**src/rtl/rr_arb_mux.sv**
```systemverilog
// N-channel arbitrated mux with a registered valid/ready output stage.
// Round-robin or fixed-priority arbitration, selectable at run time.
module rr_arb_mux #(
    parameter int WIDTH  = 32,
    parameter int NUM_CH = 4,
    parameter int CH_W   = (NUM_CH > 1 ? $clog2(NUM_CH) : 1)
) (
    input  logic                    clk_i,
    input  logic                    rst_n_i,
    input  logic                    prio_mode_i,
    input  logic [NUM_CH-1:0]       req_valid_i,
    input  logic [NUM_CH*WIDTH-1:0] req_data_i,
    output logic [NUM_CH-1:0]       req_ready_o,
    output logic                    out_valid_o,
    output logic [WIDTH-1:0]        out_data_o,
    output logic [CH_W-1:0]         out_ch_o,
    input  logic                    out_ready_i
);

    logic [CH_W-1:0] rr_ptr;
    logic [CH_W-1:0] winner;
    logic            found;
    logic            load_en;
    logic            xfer;

    assign load_en = !out_valid_o || out_ready_i;

    // Scan start is rr_ptr in round-robin mode, channel 0 in fixed mode.
    always_comb begin
        int start;
        int j;
        winner = '0;
        found  = 1'b0;
        start  = prio_mode_i ? 0 : int'(rr_ptr);
        for (int i = 0; i < NUM_CH; i++) begin
            j = start + i;
            if (j >= NUM_CH) j = j - NUM_CH;
            if (!found && req_valid_i[j]) begin
                found  = 1'b1;
                winner = CH_W'(j);
            end
        end
    end

    always_comb begin
        req_ready_o = '0;
        if (found && load_en && rst_n_i)
            req_ready_o[winner] = 1'b1;
    end

    assign xfer = found && load_en;

    always_ff @(posedge clk_i or negedge rst_n_i) begin
        if (!rst_n_i) begin
            out_valid_o <= 1'b0;
            out_data_o  <= '0;
            out_ch_o    <= '0;
        end else if (load_en) begin
            out_valid_o <= found;
            if (found) begin
                out_data_o <= req_data_i[winner*WIDTH +: WIDTH];
                out_ch_o   <= winner;
            end
        end
    end

    always_ff @(posedge clk_i or negedge rst_n_i) begin
        if (!rst_n_i) begin
            rr_ptr <= '0;
        end else if (xfer && !prio_mode_i) begin
            if (winner == CH_W'(NUM_CH - 1))
                rr_ptr <= '0;
            else
                rr_ptr <= winner + 1'b1;
        end
    end

endmodule

```
**config.mk**
```make
export PLATFORM = sky130hd
export DESIGN_NAME = rr_arb_mux
export DESIGN_NICKNAME = d
export VERILOG_FILES = /design/src/rtl/rr_arb_mux.sv
export SDC_FILE = /design/constraint.sdc
export NUM_CORES = 1
export LEC_CHECK = 0
export CAP_MARGIN = 20
export CORE_UTILIZATION = 39
export CTS_CLUSTER_DIAMETER = 50
export DETAILED_ROUTE_END_ITERATION = 10
export GPL_TIMING_DRIVEN = 0
export PLACE_DENSITY = 0.82
export SLEW_MARGIN = 0
export SYNTH_ARGS = -nofsm -noshare
export SYNTH_HDL_FRONTEND = slang
export SYNTH_SLANG_ARGS = --single-unit
```
**constraint.sdc**
```tcl
create_clock -name clk_i -period 2.6 [get_ports clk_i]
set_input_delay 0.26 -clock clk_i [delete_from_list [all_inputs] [get_ports clk_i]]
set_output_delay 0.26 -clock clk_i [all_outputs]
set_load 0.01 [all_outputs]
```
==> impl_results.md, run 1 <==
- Status: finished, final reports clean
- DIE HEIGHT: around 91 µm
- FMAX: 385.1 MHz
- Synth Register Bits: 37
- Synth Instances: 303
- Cell Area, Synth: ~3100 µm²
- Syn_nets: 441
- Grt ovf: 0
- Internal: around 2.8 mW
- Cell Area, Placed: about 5000 µm²
- Design Power: roughly 4.7 mW
- Top-level I/O count: about 180
- Number of global-route vias before repair: about 3400
- Nets: 640
- Final period utilization: around 100%
- Reg2Reg Setup Slack: around 60 ps
- Reg-to-reg startpoint: rr_ptr[0]$_DFFE_PN0P_
- Number of synthesized flops with an enable pin: 0
- Leakage: 2.311 nW
- RSZ-0062 raised after global routing: true
- Worst Tran Pin Value: 513.7 ps
- GRT Total Usage: between 20% and 30%
- Worst Path Required: between 2000 and 2500 ps
- Share of flip-flops with an asynchronous set or reset: 100.0%
- Clock buffer depth: 2
- Yosys warnings: 0
- Layout Area Growth over Synthesis: 76.16%
- Sequential cell area: around 930 µm²
- H-Tree Depth: 2
- Crit Path Max Fanout: 10
- Area contributors post-synth: dfrtp_1 (30%), o221ai_2 (15%), mux2i_1 (11%)
- CTS root buffer: clkbuf_8
- Largest net degree at the start of global routing: 39
- Comb pwr share: roughly two thirds
- Clk sink count: 37
- Vias: 3341
- Switching share of total power: between 40% and 50%
- Final setup viols: 0
- Final min period: approximately 2600 ps
- Worst R2R End: out_data_o[31]$_DFFE_PN0P_
- Site Rows: 32
- DRC: 0
- Worst hold path class: in -> async
- Commonest non-fill, non-tap cell in the layout: clkdlybuf4s50_1
- Reg clk slew, reported paths: 90 ps
- Seq/Total Area, Yosys: between 30% and 40%
- Worst-skew pair later-pin latency: ~290 ps
- Critical path arrival: 2340 ps
- CTS tree: yes
- Drt wl/cell: 18.57 µm
- Final hold viol count: 0
- Yosys top cell area share: between 30% and 40%
- Die area: ~8300 µm²
- Most used DFF post-synth: dfrtp_1
- Synth cell types: between 40 and 50
- Detail Route Antenna Nets: 0
- Clk_skew: approximately 14 ps
- Max-slew headroom: between 60% and 70%
- Final GP Congestion: a little under 0.9
- Multi-input logic area: between 1500 and 2000 µm²
- Initial DRT Pass Iterations: 4
- Drt total wl: approximately 11 mm
- Die W: around 91 µm
- Antenna diode count: 0
- Reg power frac: 22.2%
- First-pass GRT wire length: around 17 mm
- Initial Util: around 40%
- Area leader, netlist: dfrtp_1
- Final Cell Area: 5435 µm²
- Syn_area_per_cell: 10.18 µm²
- Max-cap viol count: 0
- Crit start category: flop
- Final Slew Violations: 0
- FILL cells: about 580
- Crit path capture type: primary output
- CTS buffer count: 5
- Clock Power Share: between 10% and 20%
- Switch Pwr: roughly 1.9 mW
- Most frequent cells in the layout: clkdlybuf4s50_1 (165), inv_1 (36), dfrtp_1 (35)
- Initial antenna violation count: 0
- Via density: about 5.5
- Dpl hpwl: between 7 and 8 mm
- Share of cells above drive strength 1: around a quarter
- Critical path class: reg -> out
- Reg2Reg Depth: 10
- Drt first-iter violations: between 100 and 150
- Count of port buffers added during placement: approximately 170
- Core area: ~7700 µm²
- Worst VDD drop: between 0.4 and 0.5 mV
- Pwr Density: slightly below 900 nW/µm²
==> through the flow <==
step	util (%)	cells	TNS, ps	worst slack [ps]	hold WS [ps]
6_report	70.70	605	0	3.430	468.2
3_3_place_gp	64.45	579	-7382	-940.4	457.0
4_1_cts	68.08	600	-44.50	-44.50	472.1
2_1_floorplan	-	303	0	217.1	-35.59
5_1_grt	70.70	605	-493.2	-94.38	459.7
3_5_place_dp	64.65	580	-7568	-828.0	244.5
==> synthesized netlist by cell type, types with 2 or more instances <==
library cell	n
dfrtp_1	37
buf_6	12
nor3b_1	4
mux2i_1	34
o221ai_2	30
and2_1	33
nand2_1	8
inv_2	2
inv_1	37
buf_4	3
a211oi_2	2
o221ai_1	4
nand3_1	2
nor2_1	4
nor2b_1	2
o21ai_0	7
nor3_1	2
a32oi_1	32
buf_2	6
a21oi_1	2
o21bai_1	3
clkbuf_1	8
ha_1	2
nand2b_1	6
==> cell families (layout without fill, tap and decap cells) <==
| group | count (synthesis) | after routing | share of synthesized area [%] |
|---|---|---|---|
| buf+inv | 69 | 269 | 12.33 |
| mux | 35 | 35 | 11.40 |
| compound gates | 94 | 94 | 32.40 |
| simple gates | 66 | 66 | 13.06 |
| flops | 37 | 37 | 30.01 |
| fa+ha+maj | 2 | 2 | 0.8109 |
==> what timing repair did <==
action,CTS,global route
resized for setup,34,37
setup endpoints to repair,4,19
setup buffers,13,5
endpoints found under the hold margin,37,0
pin swaps,2,15
hold buffers,1,0
==> registers in the layout (all words and copies together) (netlist names) <==
signal and flops:
out_ch_o 2, out_data_o 32, out_valid_o 1, rr_ptr 2
==> cell type report <==
cell class              instances  share of cell area (%)
plain buffers                  27                   4.443
clock inverters                 3                  0.8057
clock buffers                   5                   1.266
well taps                     102                   2.348
repair buffers                194                   35.24
flip-flops and latches         37                   17.08
multi-input cells             197                   35.75
inverters                      40                   3.062
==> power groups by stage <==
| stage | logic, mW | registers (mW) | clock network, mW |
|---|---|---|---|
| after floorplan | 1.52 | 1.13 | 0 |
| after global placement | 2.70 | 1.04 | 0 |
| after detailed placement | 2.75 | 1.04 | 0 |
| after CTS | 2.93 | 1.04 | 0.527 |
| after global routing | 3.37 | 1.09 | 0.560 |
| final | 3.16 | 1.05 | 0.520 |
==> worst max-delay path, cell delays in order, from the launching register on <==
cell	delay, ps
dfrtp_2	480
buf_6	180
mux2i_4	190
o22ai_4	160
o21bai_1	90
a31o_2	250
buf_8	150
inv_16	60
ha_2	160
inv_1	50
nor3_2	120
buf_2	160
==> metal layers <==
metal  global-route usage, %  wire length [µm]  part of all wire [%]  vias to the layer above
met3                   6.030               721                   6.4                       20
met5                       0                 0                     0                        -
li1                        -                 -                     -                     1554
met2                   46.59              5761                    51                      152
met1                   31.92              4534                    40                     1615
met4                   7.672               218                   1.9                        0
==> how the worst max path moves through the flow <==
stage | startpoint | end | slack, ps | depth (start not counted)
3_5_place_dp | prio_mode_i | req_ready_o[3] | -830 | 12
4_1_cts | rr_ptr[0]$_DFFE_PN0P_ | req_ready_o[3] | -40 | 11
6_report | rr_ptr[1]$_DFFE_PN0P_ | req_ready_o[2] | 3 | 11
2_1_floorplan | rr_ptr[0]$_DFFE_PN0P_ | req_ready_o[2] | 220 | 11
3_3_place_gp | rst_n_i | req_ready_o[0] | -940 | 4
5_1_grt | rr_ptr[1]$_DFFE_PN0P_ | req_ready_o[2] | -90 | 11
No activity file was read; power rests on OpenSTA's default activity.
==> run 2: changes to the inputs <==
--- a/config.mk
+++ b/config.mk
@@ -11,6 +11,7 @@
 export DETAILED_ROUTE_END_ITERATION = 10
 export GPL_TIMING_DRIVEN = 0
 export PLACE_DENSITY = 0.82
+export REMOVE_ABC_BUFFERS = 1
 export SLEW_MARGIN = 0
 export SYNTH_ARGS = -nofsm -noshare
 export SYNTH_HDL_FRONTEND = slang
==> run 2 against run 1 <==
  * The flow now finishes with violations (setup timing)
  * Largest power group unchanged
  * Largest cell class unchanged
  * Clock skew fell by 6.8 ps
  * Sequential cell count is the same
  * Sequential share of layout area shrank 0.21 points
  * Non-clock buffer count shrank 7
  * Combinational power rose by 7.0%
  * Sequential power about the same
==> impl_results.md, run 2 (synthesized netlist as in run 1, its figures left out) <==
- Status: finished, violations left
- Failing checks: setup timing
- Nets: between 600 and 700
- DRC: 0
- Worst VDD drop: 0.3858 mV
- Top Registers: out_data_o (32), out_ch_o (2), rr_ptr (2)
- CTS root buffer: clkbuf_8
- Crit path capture type: primary output
- WL met2: approximately 6.5 mm
- Worst R2R End: out_data_o[10]$_DFFE_PN0P_
- Antenna diode count: 0
- CTS buffer count: 5
- Clk sink count: 37
- Top-level I/O count: 175
- Final GP Congestion: roughly 0.83
- Final setup viols: 4
- Fin cells: roughly 600
- Max-slew headroom: a little under half
- Routed met1 length: around 4.7 mm
- TNS Setup: -174.5 ps
- Worst Path Required: ~2300 ps
- Reg power frac: a little over a fifth
- Design Power: just under 5 mW
- Largest register FFs: 32
- DR WL met3: 802 µm
- FMAX: ~370 MHz
- Max-cap viol count: 0
- GRT Total Usage: 29.18%
- Drt wl/cell: 20.75 µm
- Grt ovf: 0
- Switching share of total power: between 40% and 50%
- Reg with most FFs: out_data_o
- Final period utilization: 103.1%
- Final min period: approximately 2700 ps
- Leakage: 2.316 nW
- Clock buffer depth: 2
- Vias: 3451
- Number of global-route vias before repair: roughly 3700
- Layout Area Growth over Synthesis: 78.39%
- Initial antenna violation count: 0
- Via density: ~5.7
- Die area: between 8000 and 9000 µm²
- Drt total wl: about 13 mm
- Reg2Reg Depth: 11
- Dpl hpwl: 7.049 mm
- Clock Power Share: a little under a tenth
- Crit Path Max Fanout: 6
- Commonest non-fill, non-tap cell in the layout: clkdlybuf4s50_1
- HP Start: out_ch_o[1]$_DFFE_PN0P_
- Critical path arrival: 2420 ps
- Core area: 7687 µm²
- Reg-to-reg startpoint: rr_ptr[1]$_DFFE_PN0P_
- Share of cells above drive strength 1: roughly 24%
- Comb pwr share: roughly 70%
- RSZ-0062 raised after global routing: true
- Detail Route Antenna Nets: 0
- Site Rows: 32
- Initial Util: between 40% and 50%
- Count of port buffers added during placement: between 150 and 200
- DP Worst Slack: -1440 ps
- Final Slew Violations: 0
- CTS tree: yes
- DIE HEIGHT: just over 90 µm
- Switch Pwr: between 2 and 2.5 mW
- Hold Path Depth: 2
- Most frequent cells in the layout: clkdlybuf4s50_1 (165), inv_1 (37), dfrtp_1 (35)
- Critical path class: reg -> out
- Worst-skew pair later-pin latency: roughly 290 ps
- Pwr Density: slightly below 900 nW/µm²
- Drt first-iter violations: about 140
- Placed Instances: 554
- Crit start category: flop
- DR top layer: met4
- Setup ws final: -79.50 ps
- First-pass GRT wire length: between 15 and 20 mm
- Initial DRT Pass Iterations: 6
- Reg clk slew, reported paths: 80 ps
- Worst hold path class: reg -> reg
- H-Tree Depth: 2
- Worst hold endpoint: out_ch_o[1]$_DFFE_PN0P_
- Clk_skew: between 7 and 8 ps
- Reg2Reg Setup Slack: 30 ps
- Final hold viol count: 0
- Die W: 90.95 µm
- Largest net degree at the start of global routing: 29
- Worst Tran Pin Value: around 800 ps
- Internal: about 2.8 mW
[run 2: cell types whose count changed in the layout (fill, tap and decap cells not counted), moves of 3 or more]
cell | previous run | this run
buf_12 | 3 | 6
buf_2 | 8 | 5
buf_4 | 16 | 27
buf_6 | 14 | 2
clkbuf_1 | 7 | 0
dlygate4sd2_1 | 1 | 4
dlymetal6s2s_1 | 3 | 0
[run 2: layout make-up]
cell class,instances,area [µm²]
Timing Repair Buffer,214,2147
Sequential cell,37,928.4
Tap cell,102,127.6
Inverter,40,166.4
Clock inverter,1,5.005
Multi-Input combinational cell,201,2024
Clock buffer,7,96.34
Fill cell,591,2183
Timing Repair inverter,1,8.758
[run 2: worst max-delay path, cell delays in order (launching register included)]
cell      delay, ps
dfrtp_2         470
buf_4           180
nand2b_1        170
a21oi_2         220
o221ai_2        150
a31o_4          280
buf_4           150
buf_6           130
nor4_2          210
buf_2           180
[run 2: how the worst max path moves through the flow]
stage	startpoint	to	slack, ps
floorplan	rr_ptr[0]$_DFFE_PN0P_	out_data_o[0]$_DFFE_PN0P_	-940
global placement	prio_mode_i	out_data_o[1]$_DFFE_PN0P_	-2320
detailed placement	prio_mode_i	out_data_o[24]$_DFFE_PN0P_	-1440
CTS	prio_mode_i	req_ready_o[3]	-60
global route	rr_ptr[1]$_DFFE_PN0P_	req_ready_o[0]	-150
finish	rr_ptr[1]$_DFFE_PN0P_	req_ready_o[0]	-80
[run 2: power groups by stage]
stage	logic, mW	registers (mW)	clock network (mW)
floorplan	1.28	1.16	0
global placement	2.45	1.06	0
detailed placement	2.60	1.06	0
CTS	3.12	1.03	0.461
global route	3.55	1.08	0.484
finish	3.38	1.05	0.461
[run 2: stage by stage]
stage	hold WS [ps]	utilization (%)	instance area, µm²
3_5_place_dp	163.3	62.84	4831
6_report	500.4	71.60	5504
3_3_place_gp	462.0	61.62	4737
5_1_grt	526.0	71.60	5504
4_1_cts	483.0	69.03	5306
2_1_floorplan	-35.59	-	2868
[run 2: per-layer routing]
metal,GRT usage [%],vias to the layer above
li1,-,1547
met1,33.42,1671
met2,53.09,186
met3,5.528,47
met4,11.77,0
met5,0,-
[run 2: timing repair]
action,4_1_cts,5_1_grt
pin swaps,8,7
endpoints found under the hold margin,9,0
hold buffers,2,0
setup buffers,23,11
setup endpoints to repair,40,26
gates resized for setup,42,20
gates cloned,5,0
==> variant 1 (settings of run 2) <==
Change the parameter `WIDTH` from 32 to 64.
--- a/src/rtl/rr_arb_mux.sv
+++ b/src/rtl/rr_arb_mux.sv
@@ -2,5 +2,5 @@
 // Round-robin or fixed-priority arbitration, selectable at run time.
 module rr_arb_mux #(
-    parameter int WIDTH  = 32,
+    parameter int WIDTH  = 64,
     parameter int NUM_CH = 4,
     parameter int CH_W   = (NUM_CH > 1 ? $clog2(NUM_CH) : 1)
Ports: changed (resized out_data_o and req_data_i); port bits go from 175 to 335. No check against the original RTL was run, so the function may have changed too.
==> variant 1 against run 2 <==
- routed wire length up 140%
- cell area up 93%
- sequential cell count up 32
- largest cell class unchanged
- the flow still finishes with violations (setup timing)
- synthesized cell count up 72%
- critical path depth up 1
- setup slack worse by 0.077 ns
- utilization up 8.4 points
- worst hold slack better by 0.0089 ns
- total power up 110%
- synthesized area up 73%
- die area up 71%
==> variant 1: results (changes against run 2) <==
* Outcome: finished, violations left (unchanged)
* Failing checks: setup timing (unchanged)
* Total grt overflow at 0 (unchanged)
* NetSw at 4350 uW (was 2050 uW)
* Leak Pwr at 0.00445 uW (was 0.00232 uW)
* Max Root-Sink Buffers at 2 (unchanged)
* Worst VDD drop at 0.000466 V (was 0.000386 V)
* Layout Cells excl Fill at 1,086 (was 603)
* Setup Skew at 0.00695 ns (was 0.00752 ns)
* Seq/Total Area, Yosys at 0.324 (was 0.300)
* TNS Setup at -1.33 ns (was -0.174 ns)
* Max_cap viols at 0 (unchanged)
* Total CTS buffers at 9 (was 5)
* Synth Area in Compound Gates at 0.317 (was 0.324)
* First-pass GRT wire length at 38,300 um (was 18,800 um)
* DRT Pass-1 Iters at 5 (was 6)
* Setup ws final at -0.157 ns (was -0.0795 ns)
* Final wirelength at 29,400 um (was 12,500 um)
* Root buf cell: clkbuf_16 (was clkbuf_8)
* Commonest cells post-synth: inv_1 (70), dfrtp_1 (69), mux2i_1 (66), and2_1 (65), a32oi_1 (64) (was dfrtp_1 (37), inv_1 (37), mux2i_1 (34), and2_1 (33), a32oi_1 (32))
* Vias at 6,735 (was 3,451)
* GRT Total Usage at 0.362 (was 0.292)
* Comb group at 6890 uW (was 3380 uW)
* Port bufs at 334 (was 174)
* Layout cells sized above 1 at 0.278 (was 0.244)
* Yosys cell types at 46 (was 45)
* Worst Tran Pin Value at 0.715 ns (was 0.797 ns)
* Largest net degree at the start of global routing at 44 (was 29)
* Cell count after synthesis at 521 (was 303)
* Final GP Congestion at 0.837 (was 0.833)
* CTS clock-pin slew for the worst setup and hold paths at 0.06 ns (was 0.08 ns)
* Pre-CTS WS at -2.10 ns (was -1.44 ns)
* Latest clock arrival within the worst-skew pair at 0.34 ns (was 0.29 ns)
* Mux contribution to synthesized area at 0.126 (was 0.114)
* Fillers at 762 (was 591)
* Critical Path AT at 2.50 ns (was 2.42 ns)
* Antenna violations before repair at 1 (was 0)
* Final #Nets at 1,169 (was 638)
* Xor/xnor share of the synthesized area at 0 (unchanged)
* Hpwl dp at 14,800 um (was 7050 um)
* Sequential share of power at 0.202 (was 0.214)
* Number of placed instances, taps included at 982 (was 554)
* Setup slack on the worst flop-to-flop path at -0.08 ns (was 0.03 ns)
* Adder-Cell Fraction of Synth Area at 0.00469 (was 0.00811)
* DR iter-0 viols at 510 (was 139)
* H-tree level count at 3 (was 2)
* Synth top area cells: dfrtp_1 (32%), o221ai_2 (14%), mux2i_1 (12%), a32oi_1 (11%), and2_1 (7.6%) (was dfrtp_1 (30%), o221ai_2 (15%), mux2i_1 (11%), a32oi_1 (9.1%), and2_1 (6.7%))
* Setup violations, final at 45 (was 4)
* Biggest regs: out_data_o x64, out_ch_o x2, rr_ptr x2 (was out_data_o x32, out_ch_o x2, rr_ptr x2)
==> variant 1: path summary, 6_finish.rpt <==
kind / startpoint / endpoint / cells past startpoint
worst max-delay path: rr_ptr[1]$_DFFE_PN0P_ / req_ready_o[2] / 10
worst min-delay path: out_data_o[36]$_DFFE_PN0P_ / out_data_o[36]$_DFFE_PN0P_ / 2
worst max register to register: rr_ptr[1]$_DFFE_PN0P_ / out_data_o[52]$_DFFE_PN0P_ / 9
worst min register to register: out_data_o[36]$_DFFE_PN0P_ / out_data_o[36]$_DFFE_PN0P_ / 2
max in group asynchronous: rst_n_i / rr_ptr[1]$_DFFE_PN0P_ / 3
min in group asynchronous: rst_n_i / out_data_o[37]$_DFFE_PN0P_ / 3
==> variant 1: cell type report <==
class                           count  area, um2  area share
Timing Repair Buffer              416       4330       0.407
Timing Repair inverter              2       20.0     0.00188
Antenna cell                        2       5.00    0.000471
Clock inverter                      1       5.00    0.000471
Tap cell                          176        220      0.0207
Sequential cell                    69       1730       0.163
Clock buffer                       15        268      0.0252
Multi-Input combinational cell    333       3770       0.355
Inverter                           72        287      0.0269
==> variant 1: worst max-delay path, stage by stage, from the launching register on <==
cell     delay [ns]
dfrtp_2        0.47
buf_4          0.18
inv_2          0.10
nand3_1        0.23
a21oi_1        0.32
a31oi_4        0.08
nor2_4         0.19
ha_1           0.18
inv_1          0.04
nor3_1         0.19
buf_2          0.17
==> variant 1: metrics by stage <==
| stage | hold slack, ns | instance area, um2 | utilization | power, uW |
|---|---|---|---|---|
| 2_1_floorplan | -0.0356 | 4980 | - | 4320 |
| 3_3_place_gp | 0.463 | 8550 | 0.643 | 6410 |
| 3_5_place_dp | 0.266 | 8710 | 0.655 | 6640 |
| 4_1_cts | 0.500 | 9690 | 0.729 | 8760 |
| 5_1_grt | 0.524 | 10600 | 0.800 | 10400 |
| 6_report | 0.509 | 10600 | 0.800 | 10100 |
==> variant 1: logic make-up after synthesis <==
logic type	after synthesis
AOI/OAI and AO/OA	158
buffers and inverters	127
and+or+nand+nor	98
DFF	69
muxes	67
adders and majority gates	2
==> variant 1: layer usage <==
layer	GRT usage	wire, um
met3	0.0733	2700
met1	0.416	10400
met2	0.632	14500
met5	0	0
met4	0.189	1800
==> variant 1: repair_timing <==
| item | in CTS | in global routing |
|---|---|---|
| cloned | 9 | 10 |
| setup buffers | 41 | 24 |
| setup endpoints to repair | 72 | 69 |
| resized for setup | 85 | 76 |
| hold buffers | 2 | 0 |
| pin swaps | 20 | 21 |
| endpoints found under the hold margin | 34 | 0 |
==> variant 2 (config.mk and constraints of run 2) <==
Made on the original files. Add an input register stage for `prio_mode_i`, without a reset; this delays it by one clock. The other inputs are not delayed to match.
--- a/src/rtl/rr_arb_mux.sv
+++ b/src/rtl/rr_arb_mux.sv
@@ -18,4 +18,10 @@
 );
 
+    logic prio_mode_q;
+
+    always_ff @(posedge clk_i) begin
+        prio_mode_q <= prio_mode_i;
+    end
+
     logic [CH_W-1:0] rr_ptr;
     logic [CH_W-1:0] winner;
@@ -32,5 +38,5 @@
         winner = '0;
         found  = 1'b0;
-        start  = prio_mode_i ? 0 : int'(rr_ptr);
+        start  = prio_mode_q ? 0 : int'(rr_ptr);
         for (int i = 0; i < NUM_CH; i++) begin
             j = start + i;
@@ -68,5 +74,5 @@
         if (!rst_n_i) begin
             rr_ptr <= '0;
-        end else if (xfer && !prio_mode_i) begin
+        end else if (xfer && !prio_mode_q) begin
             if (winner == CH_W'(NUM_CH - 1))
                 rr_ptr <= '0;
Behaviour: not the same (Yosys sat finds a counterexample within 4 cycles, from zero or initial values and one cycle with rst_n_i low).
==> variant 2 against run 2 <==
- setup slack gained 0.019 ns
- count of clock-buffer cells in the layout shrank 2
- non-clock buffer count grew 16
- combinational power grew 15%
- routed wire length grew 10%
- total power grew 13%
- synthesized area grew 0.65%
- the flow still finishes with violations (setup timing)
- first-iteration DRC count grew 59%
- worst hold slack lost 0.23 ns
- cell area grew 6.9%
- sequential cell count grew 1
- maximum frequency grew 0.71%
==> variant 2: results (changes against run 2) <==
* Vias at 3,688 (was 3,451)
* Crit-path max FO at 6 (unchanged)
* GRT Total Usage at 0.310 (was 0.292)
* DR vias/cell at 5.94 (was 5.72)
* Setup Skew at 0.00955 ns (was 0.00752 ns)
* Failing checks: setup timing (unchanged)
* Ys async rst share at 0.974 (was 1.00)
* Yosys cell types at 46 (was 45)
* Max Root-Sink Buffers at 2 (unchanged)
* Layout cells sized above 1 at 0.306 (was 0.244)
* Ys flop type: dfrtp_1 (unchanged)
* Vias in the first global route at 3,822 (was 3,697)
* Outcome: finished, violations left (unchanged)
* CP max stage delay at 0.46 ns
* Routed len/inst at 22.2 um (was 20.7 um)
* Cell count after synthesis at 304 (was 303)
* Port bufs at 174 (unchanged)
* Worst VDD drop at 0.000483 V (was 0.000386 V)
* DR iter-0 viols at 221 (was 139)
* Hpwl dp at 6940 um (was 7050 um)
* Slew HR at 0.558 (was 0.469)
* Final hold vios at 0 (unchanged)
* First-pass GRT wire length at 20,000 um (was 18,800 um)
* DRT Pass-1 Iters at 7 (was 6)
* Seq/Total Area, Yosys at 0.305 (was 0.300)
* Leak Pwr at 0.00248 uW (was 0.00232 uW)
* Largest net degree at the start of global routing at 38 (was 29)
* Setup ws final at -0.0606 ns (was -0.0795 ns)
* Number of placed instances, taps included at 555 (was 554)
* Critical Path AT at 2.40 ns (was 2.42 ns)
* Hold Crit Class: primary input to async pin (was register to register)
* Final GP Congestion at 0.784 (was 0.833)
* Setup violations, final at 4 (unchanged)
* Hold WS at 0.274 ns (was 0.500 ns)
* Setup slack on the worst flop-to-flop path at 0.02 ns
* Power Density at 934 nW/um2 (was 887 nW/um2)
* Final #Nets at 656 (was 638)
* Synth top area cells: dfrtp_1 (30%), o221ai_2 (15%), mux2i_1 (11%), a32oi_1 (9.0%), and2_1 (6.6%) (was dfrtp_1 (30%), o221ai_2 (15%), mux2i_1 (11%), a32oi_1 (9.1%), and2_1 (6.7%))
* Latest clock arrival within the worst-skew pair at 0.30 ns
[variant 2: routing by layer]
metal,vias to the layer above,routed length (um),global-route usage
met4,0,453,0.134
li1,1594,-,-
met2,254,6940,0.535
met1,1797,5180,0.364
met5,-,0,0
met3,43,1220,0.0754
[variant 2: cells by family (layout without fill, tap and decap cells)]
logic type                 count (synthesis)  after routing  share of synthesized area
buffers and inverters                     69            279                      0.122
muxes                                     35             35                      0.113
and+or+nand+nor                           66             67                      0.130
adders and majority gates                  2              2                    0.00806
AOI/OAI and AO/OA                         94             98                      0.322
DFF                                       38             38                      0.305
[variant 2: worst register-to-register path: cells and delay by family, from the launching register on]
kind / cells / cell delay, ns
AO/OA/AOI/OAI: 6 / 1.75
buffers and inverters: 2 / 0.28
flip-flops: 1 / 0.48
[variant 2: what timing repair did]
item	CTS	global route
pin swaps	14	18
setup endpoints to repair	40	38
hold buffers	1	0
cloned	5	1
hold endpoints to repair	37	0
setup buffers	34	17
gates resized for setup	47	48
[variant 2: cell type report]
cell class | count | area (um2)
Clock inverter | 3 | 40.0
Timing Repair Buffer | 230 | 2330
Clock buffer | 5 | 68.8
Sequential cell | 38 | 952
Multi-Input combinational cell | 202 | 2190
Fill cell | 489 | 1840
Tap cell | 102 | 128
Inverter | 40 | 166
Timing Repair inverter | 1 | 11.3
[variant 2: where the power goes]
| group | leakage, uW | switching, uW | total, uW | internal [uW] |
|---|---|---|---|---|
| sequential | 0.000459 | 215 | 1090 | 871 |
| combinational | 0.00196 | 1880 | 3890 | 2010 |
| clock | 0.0000579 | 240 | 523 | 283 |
| total | 0.00248 | 2330 | 5490 | 3160 |
[variant 2: final timing paths]
path / from / to / cells past startpoint
setup reg to reg: rr_ptr[1]$_DFFE_PN0P_ / out_data_o[15]$_DFFE_PN0P_ / 8
min in group clk_i: prio_mode_i / prio_mode_q$_DFF_P_ / 1
hold reg to reg: out_ch_o[0]$_DFFE_PN0P_ / out_ch_o[0]$_DFFE_PN0P_ / 2
setup / recovery: rr_ptr[0]$_DFFE_PN0P_ / req_ready_o[2] / 10
hold / removal: rst_n_i / out_data_o[26]$_DFFE_PN0P_ / 2
max in group asynchronous: rst_n_i / rr_ptr[1]$_DFFE_PN0P_ / 3
[variant 2: metrics by stage]
step	util	power (uW)	worst slack, ns	TNS, ns	area [um2]
2_1_floorplan	-	2480	-0.936	-28.32	2890
3_3_place_gp	0.616	3560	-2.00	-66.83	4760
3_5_place_dp	0.628	3710	-1.13	-39.28	4850
4_1_cts	0.705	4860	-0.0428	-0.0451	5450
5_1_grt	0.762	5710	-0.143	-0.468	5890
6_report	0.762	5490	-0.0606	-0.187	5890
